<file path="src/rtl/piano_pkg.sv">
// Shared definitions for the piano recorder and its playback engine.
// Latency: n/a (types and constants only).
// Backpressure: n/a.
package piano_pkg;

  // Key codes stored in a record and driven on play_key
  localparam logic [1:0] KEY_NONE = 2'b00;
  localparam logic [1:0] KEY_DO   = 2'b01;
  localparam logic [1:0] KEY_RE   = 2'b10;
  localparam logic [1:0] KEY_MI   = 2'b11;

  // Bit positions of the fields inside a 28-bit behaviour RAM word
  localparam int REC_KEY_HI   = 27;
  localparam int REC_KEY_LO   = 26;
  localparam int REC_START_HI = 25;
  localparam int REC_START_LO = 13;
  localparam int REC_DUR_HI   = 12;
  localparam int REC_DUR_LO   = 0;

  // 0.01 s at 50 MHz
  localparam int TICK_DIV_DEFAULT = 500000;

  // Largest representable playback time
  localparam logic [12:0] TIME_MAX = 13'h1FFF;

  typedef struct packed {
    logic [1:0]  key;
    logic [12:0] start;
    logic [12:0] dur;
  } note_rec_t;

  typedef enum logic [2:0] {
    S_IDLE,
    S_FETCH,
    S_WAIT,
    S_LOAD,
    S_HOLD,
    S_PLAY,
    S_DONE
  } state_t;

endpackage

</file>
<file path="src/rtl/tone_gen.sv">
// Square-wave tone generator: toggles speaker every half-period of the key.
// Latency: first rising edge HALF cycles after key changes; silent at once for key 00.
// Backpressure: none.
// Ports: clock, reset (sync, active-high), key[1:0] in; speaker out.
import piano_pkg::*;

module tone_gen #(
  parameter int DO_HALF = 95556,
  parameter int RE_HALF = 85131,
  parameter int MI_HALF = 75842
) (
  input  logic       clock,
  input  logic       reset,
  input  logic [1:0] key,
  output logic       speaker
);

  localparam logic [18:0] DO_M1 = 19'(DO_HALF - 1);
  localparam logic [18:0] RE_M1 = 19'(RE_HALF - 1);
  localparam logic [18:0] MI_M1 = 19'(MI_HALF - 1);

  logic [1:0]  key_q;
  logic [18:0] cnt;
  logic [18:0] half_m1;
  logic        spk_q;

  always_comb begin
    half_m1 = '0;
    case (key)
      KEY_DO:  half_m1 = DO_M1;
      KEY_RE:  half_m1 = RE_M1;
      KEY_MI:  half_m1 = MI_M1;
      default: half_m1 = '0;
    endcase
  end

  always_ff @(posedge clock) begin
    if (reset) begin
      key_q <= KEY_NONE;
      cnt   <= '0;
      spk_q <= 1'b0;
    end else begin
      key_q <= key;
      if (key == KEY_NONE) begin
        cnt   <= '0;
        spk_q <= 1'b0;
      end else if (key != key_q) begin
        // The cycle the new key appears is already the first cycle of
        // its half-period, so the restarted count is one short.
        cnt   <= half_m1 - 19'd1;
        spk_q <= 1'b0;
      end else if (cnt == '0) begin
        cnt   <= half_m1;
        spk_q <= ~spk_q;
      end else begin
        cnt <= cnt - 19'd1;
      end
    end
  end

  // Gate with the live key so the tone stops in the same cycle play_key clears
  assign speaker = spk_q & (key != KEY_NONE);

endmodule

</file>
<file path="src/rtl/note_player.sv">
// Playback engine: fetches recorded notes from the behaviour RAM and replays them in time.
// Latency: 3 cycles per record fetch; note onset 1 cycle after play_time reaches its start.
// Backpressure: none; start ignored while busy, stop aborts to IDLE next cycle.
// Ports: clock, reset, start, stop, num_entries in; rd_addr out / rd_data in (1-cycle RAM);
//        play_time, play_key, speaker, busy, done out.
import piano_pkg::*;

module note_player #(
  parameter int TICK_DIV = TICK_DIV_DEFAULT,
  parameter int DO_HALF  = 95556,
  parameter int RE_HALF  = 85131,
  parameter int MI_HALF  = 75842
) (
  input  logic        clock,
  input  logic        reset,
  input  logic        start,
  input  logic        stop,
  input  logic [12:0] num_entries,
  output logic [12:0] rd_addr,
  input  logic [27:0] rd_data,
  output logic [12:0] play_time,
  output logic [1:0]  play_key,
  output logic        speaker,
  output logic        busy,
  output logic        done
);

  localparam logic [18:0] TICK_RELOAD = 19'(TICK_DIV - 1);

  state_t      state, state_nxt;
  note_rec_t   rec;
  logic [12:0] n_reg, start_r, dur_r, elapsed, next_addr;
  logic [1:0]  key_r;
  logic [18:0] tick_cnt;
  logic        tick, last_rec, skip_rec, onset, play_end;

  always_comb begin
    rec       = '0;
    rec.key   = rd_data[REC_KEY_HI:REC_KEY_LO];
    rec.start = rd_data[REC_START_HI:REC_START_LO];
    rec.dur   = rd_data[REC_DUR_HI:REC_DUR_LO];
  end

  assign tick      = (state != S_IDLE) && (tick_cnt == '0);
  assign next_addr = rd_addr + 13'd1;
  assign last_rec  = (next_addr == n_reg);
  // Release markers and zero-length notes carry nothing to play
  assign skip_rec  = (rec.key == KEY_NONE) || (rec.dur == '0);
  assign onset     = (state == S_HOLD) && (play_time >= start_r);
  assign play_end  = (state == S_PLAY) && (elapsed == dur_r);

  assign busy = (state != S_IDLE);
  assign done = (state == S_DONE);

  always_ff @(posedge clock) begin
    if (reset) state <= S_IDLE;
    else       state <= state_nxt;
  end

  always_comb begin
    state_nxt = state;
    case (state)
      S_IDLE:  if (start) state_nxt = (num_entries == '0) ? S_DONE : S_FETCH;
      S_FETCH: state_nxt = S_WAIT;
      S_WAIT:  state_nxt = S_LOAD;
      S_LOAD: begin
        if (skip_rec) state_nxt = last_rec ? S_DONE : S_FETCH;
        else          state_nxt = S_HOLD;
      end
      S_HOLD: begin
        if (play_time >= start_r)      state_nxt = S_PLAY;
        else if (play_time == TIME_MAX) state_nxt = S_DONE;
      end
      S_PLAY:  if (play_end) state_nxt = last_rec ? S_DONE : S_FETCH;
      S_DONE:  state_nxt = S_IDLE;
      default: state_nxt = S_IDLE;
    endcase
    // stop overrides everything, including a start in the same cycle
    if (stop) state_nxt = S_IDLE;
  end

  always_ff @(posedge clock) begin
    if (reset) begin
      n_reg     <= '0;
      rd_addr   <= '0;
      play_time <= '0;
      tick_cnt  <= '0;
      key_r     <= KEY_NONE;
      start_r   <= '0;
      dur_r     <= '0;
      elapsed   <= '0;
      play_key  <= KEY_NONE;
    end else begin
      if (state == S_IDLE) begin
        if (start && !stop) begin
          n_reg     <= num_entries;
          rd_addr   <= '0;
          play_time <= '0;
          tick_cnt  <= '0;
        end
      end else begin
        tick_cnt <= tick ? TICK_RELOAD : tick_cnt - 19'd1;
        if (tick && (play_time != TIME_MAX)) play_time <= play_time + 13'd1;
      end

      if (state == S_LOAD) begin
        key_r   <= rec.key;
        start_r <= rec.start;
        dur_r   <= rec.dur;
      end

      if (((state == S_LOAD) && skip_rec) || play_end) rd_addr <= next_addr;

      if (onset) begin
        play_key <= key_r;
        elapsed  <= '0;
      end else if ((state == S_PLAY) && tick) begin
        elapsed <= elapsed + 13'd1;
      end

      if (play_end || stop) play_key <= KEY_NONE;
    end
  end

  tone_gen #(
    .DO_HALF(DO_HALF),
    .RE_HALF(RE_HALF),
    .MI_HALF(MI_HALF)
  ) u_tone (
    .clock  (clock),
    .reset  (reset),
    .key    (play_key),
    .speaker(speaker)
  );

endmodule

</file>
<file path="config.mk">
export PLATFORM = sky130hd
export DESIGN_NAME = note_player
export DESIGN_NICKNAME = d
export VERILOG_FILES = /design/src/rtl/piano_pkg.sv /design/src/rtl/tone_gen.sv /design/src/rtl/note_player.sv
export SDC_FILE = /design/constraint.sdc
export NUM_CORES = 1
export LEC_CHECK = 0
export CAP_MARGIN = 20
export CORE_ASPECT_RATIO = 0.8
export CORE_MARGIN = 10
export CORE_UTILIZATION = 50
export CTS_CLUSTER_SIZE = 16
export DETAILED_ROUTE_END_ITERATION = 8
export DONT_BUFFER_PORTS = 1
export GPL_ROUTABILITY_DRIVEN = 0
export PLACE_DENSITY_LB_ADDON = 0.12
export SLEW_MARGIN = 20
export SYNTH_ARGS = -nofsm -noshare
export SYNTH_HDL_FRONTEND = slang
export SYNTH_SLANG_ARGS = --single-unit
</file>
<file path="constraint.sdc">
create_clock -name clock -period 2.8 [get_ports clock]
set_clock_uncertainty 0.1 [all_clocks]
set_input_delay 0.42 -clock clock [delete_from_list [all_inputs] [get_ports clock]]
set_output_delay 0.42 -clock clock [all_outputs]
set_load 0.02 [all_outputs]
</file>
==> impl_metrics.json <==
{
  "run_status": "complete, no violations",
  "clk_latency_ns": 0.42,
  "synthTopCellsByArea": "dfxtp_1 38%, a21oi_1 7.2%, nand2_1 6.8%, nor2_1 5.1%, ha_1 4.8%",
  "via_per_inst": 5.79,
  "drt_iter0_drc": 494,
  "wl_um": 18000,
  "grt_start_max_net_pins": 77,
  "initial_utilization": 0.517,
  "slowest_stage": "or4_4",
  "fp-row-count": 37,
  "die_w_um": 150,
  "power_density_mw_per_mm2": 579,
  "syn_to_final_growth_pct": 16.5,
  "ant_nets": 0,
  "p_leak_nw": 3.00,
  "max_stage_delay_ns": 0.49,
  "cp.arrival_ns": 2.99,
  "fin_tns_setup_ns": 0,
  "die-height_um": 124,
  "synth_cell_type_count": 60,
  "grt_pass1_wl_um": 29000,
  "tightest_slew_ns": 0.996,
  "synthArstFlopShare": 0,
  "root_buffer": "clkbuf_16",
  "cts_max_level": 4,
  "syn_area_mm2": 0.00672,
  "yosys.area.top_type": "dfxtp_1",
  "clock_sinks": 126,
  "grt_pass1_vias": 5717,
  "placed_cell_area_mm2": 0.00719,
  "cp-end-kind": "flop",
  "min_period_ns": 2.75,
  "reg.largest.list": "tick_cnt (19), u_tone.cnt (19)",
  "synth_top_area_frac": 0.375,
  "routedWlPerCell_um": 16.6,
  "fin_crit_sh": 0.981,
  "ys_warn_count": 0,
  "cts_tree": "yes",
  "setup_viol": 0,
  "slew_violations": 0,
  "fmax_mhz": 364,
  "port_buffers": 0,
  "nets": 968,
  "rsz0062_at_grt": "true",
  "hp-class": "primary input to flop",
  "syn_area_per_cell_um2": 7.81,
  "ios": 76,
  "antenna_found_initial": 0,
  "overflow": 0,
  "critPathRequiredTime_ns": 3.05,
  "critPathMaxFanout": 7,
  "synth_seq_cells": 126,
  "cp-start-kind": "flop",
  "grt.total_usage": 0.194,
  "first_pass_iters": 5,
  "synth-edff-count": 0,
  "drc": 0,
  "path_common_cell": "or4_4",
  "timing_hold_violations_final": 0,
  "syn-num-nets": 932,
  "slew_headroom": 0.336,
  "path_clk_slew_ns": 0.06,
  "pre_cts_ws_ns": -0.00755,
  "dp_hpwl_um": 13000,
  "synth_cells": 861,
  "num_antenna_cells": 0,
  "vias": 6277,
  "cp_cell_sequence": "inv_2 > ha_2 > or4b_4 > or4_4 > or4_4 > nand2_8 > nand2_4 > or3_1 > a21oi_1",
  "dieArea_mm2": 0.0185,
  "peakVddDrop_mv": 0.484,
  "crit_type": "flop to flop",
  "clk_path_buf_depth": 2,
  "drive_gt1_frac": 0.124,
  "synthFlopType": "dfxtp_1",
  "cap_violations": 0,
  "numCtsBuffers": 17,
  "yosysSeqAreaShare": 0.375,
  "fin_area_mm2": 0.00783,
  "core-area_mm2": 0.0130,
  "setup_slack_ns": 0.0531
}
-- routing by layer --
layer / wire length [um] / vias to the layer above / GRT usage / share of wire
met5: 0 / - / 0 / 0
met4: 281 / 0 / 0.0630 / 0.016
met3: 1670 / 29 / 0.0870 / 0.093
met2: 7820 / 200 / 0.294 / 0.43
met1: 8210 / 2941 / 0.243 / 0.46
li1: - / 3107 / - / -
-- synth_stat cells (2+ instances only) --
master and instances:
nor4b_1 2, o31ai_1 4, or3_1 16, nand4b_1 3, inv_1 27, o21ai_0 32, a2111oi_0 3, o31a_1 2
nor3_1 22, buf_1 4, and3b_1 2, o21a_1 6, a221oi_1 2, nand3_1 28, nor2_1 91, mux2i_1 4
nor4_1 18, ha_1 26, nor2b_1 9, xor2_1 32, or2_2 2, nand2_4 2, or4_4 2, nand2b_1 9
xnor2_1 32, a21oi_1 97, a31oi_1 13, nand4_1 17, and4_1 4, or3b_2 4, dfxtp_1 126, o311ai_0 2
a211oi_1 4, a311oi_1 5, nand2_1 122, or4_1 10, a211o_1 3, and2_1 7, clkbuf_1 36, and3_1 10
o21bai_1 2
-- worst max-delay path: cells and delay by family (launching register included) --
family | cells | cell delay (ns)
AO/OA/AOI/OAI | 1 | 0.14
adder cells (fa/ha/maj) | 1 | 0.16
buffers and inverters | 1 | 0.04
flip-flops | 1 | 0.32
AND/OR/NAND/NOR | 6 | 1.91
-- timing repair --
action / 4_1_cts / 5_1_grt
endpoints found under the hold margin: 76 / 0
resized for setup: 1 / 9
buffers inserted: 0 / 3
endpoints found under the setup margin: 10 / 20
hold buffers: 1 / 0
-- where the power goes --
part,internal (W),switching [W]
clock,0.00131,0.000802
combinational,0.000225,0.000315
sequential,0.00184,0.0000459
-- layout by cell type (no fill, tap or decap), types with 5 or more instances in the layout --
cell and count:
o21ai_0 32, or4_1 10, nor2_1 90, nand4_1 17
or3_1 16, and2_1 7, nand2b_1 8, buf_4 57
dfxtp_1 124, xnor2_1 32, nor3_1 22, a31oi_1 13
nor4_1 18, nand2_1 122, a21oi_1 97, clkbuf_16 17
a311oi_1 5, nand3_1 28, nor2b_1 9, inv_1 25
ha_1 25, o21a_1 6, and3_1 10, xor2_1 32
-- logic make-up after synthesis --
group	share of synthesized area
AO/OA/AOI/OAI	0.160
XOR/XNOR	0.0834
adder cells (fa/ha/maj)	0.0484
buffers and inverters	0.0396
flip-flops	0.375
multiplexers	0.00763
AND/OR/NAND/NOR	0.286
-- final cells by class --
cell class	instances	area [um^2]
clock buffers	23	488
clock inverters	9	83.8
fillers	1174	5170
inverters	28	105
multi-input cells	666	3960
flip-flops and latches	126	2520
well taps	175	219
repair buffers	58	455
-- metrics by stage --
stage	cells	hold WS (ns)	utilization	total power [W]
6_report	1085	0.0271	0.602	0.00454
5_1_grt	1085	0.00718	0.602	0.00472
4_1_cts	1082	0.0111	0.599	0.00455
3_5_place_dp	1049	0.340	0.553	0.00242
3_3_place_gp	1049	0.339	0.553	0.00241
2_1_floorplan	861	0.336	-	0.00228
-- worst paths after layout --
check               from           end  slack, ns  cells past startpoint
max          tick_cnt[1]  play_time[7]       0.05                      9
min          rd_data[26]      key_r[0]       0.03                      2
max reg2reg  tick_cnt[1]  play_time[7]       0.05                      9
min reg2reg   start_r[7]    start_r[7]       0.35                      2
(Power assumes the default switching activity.)
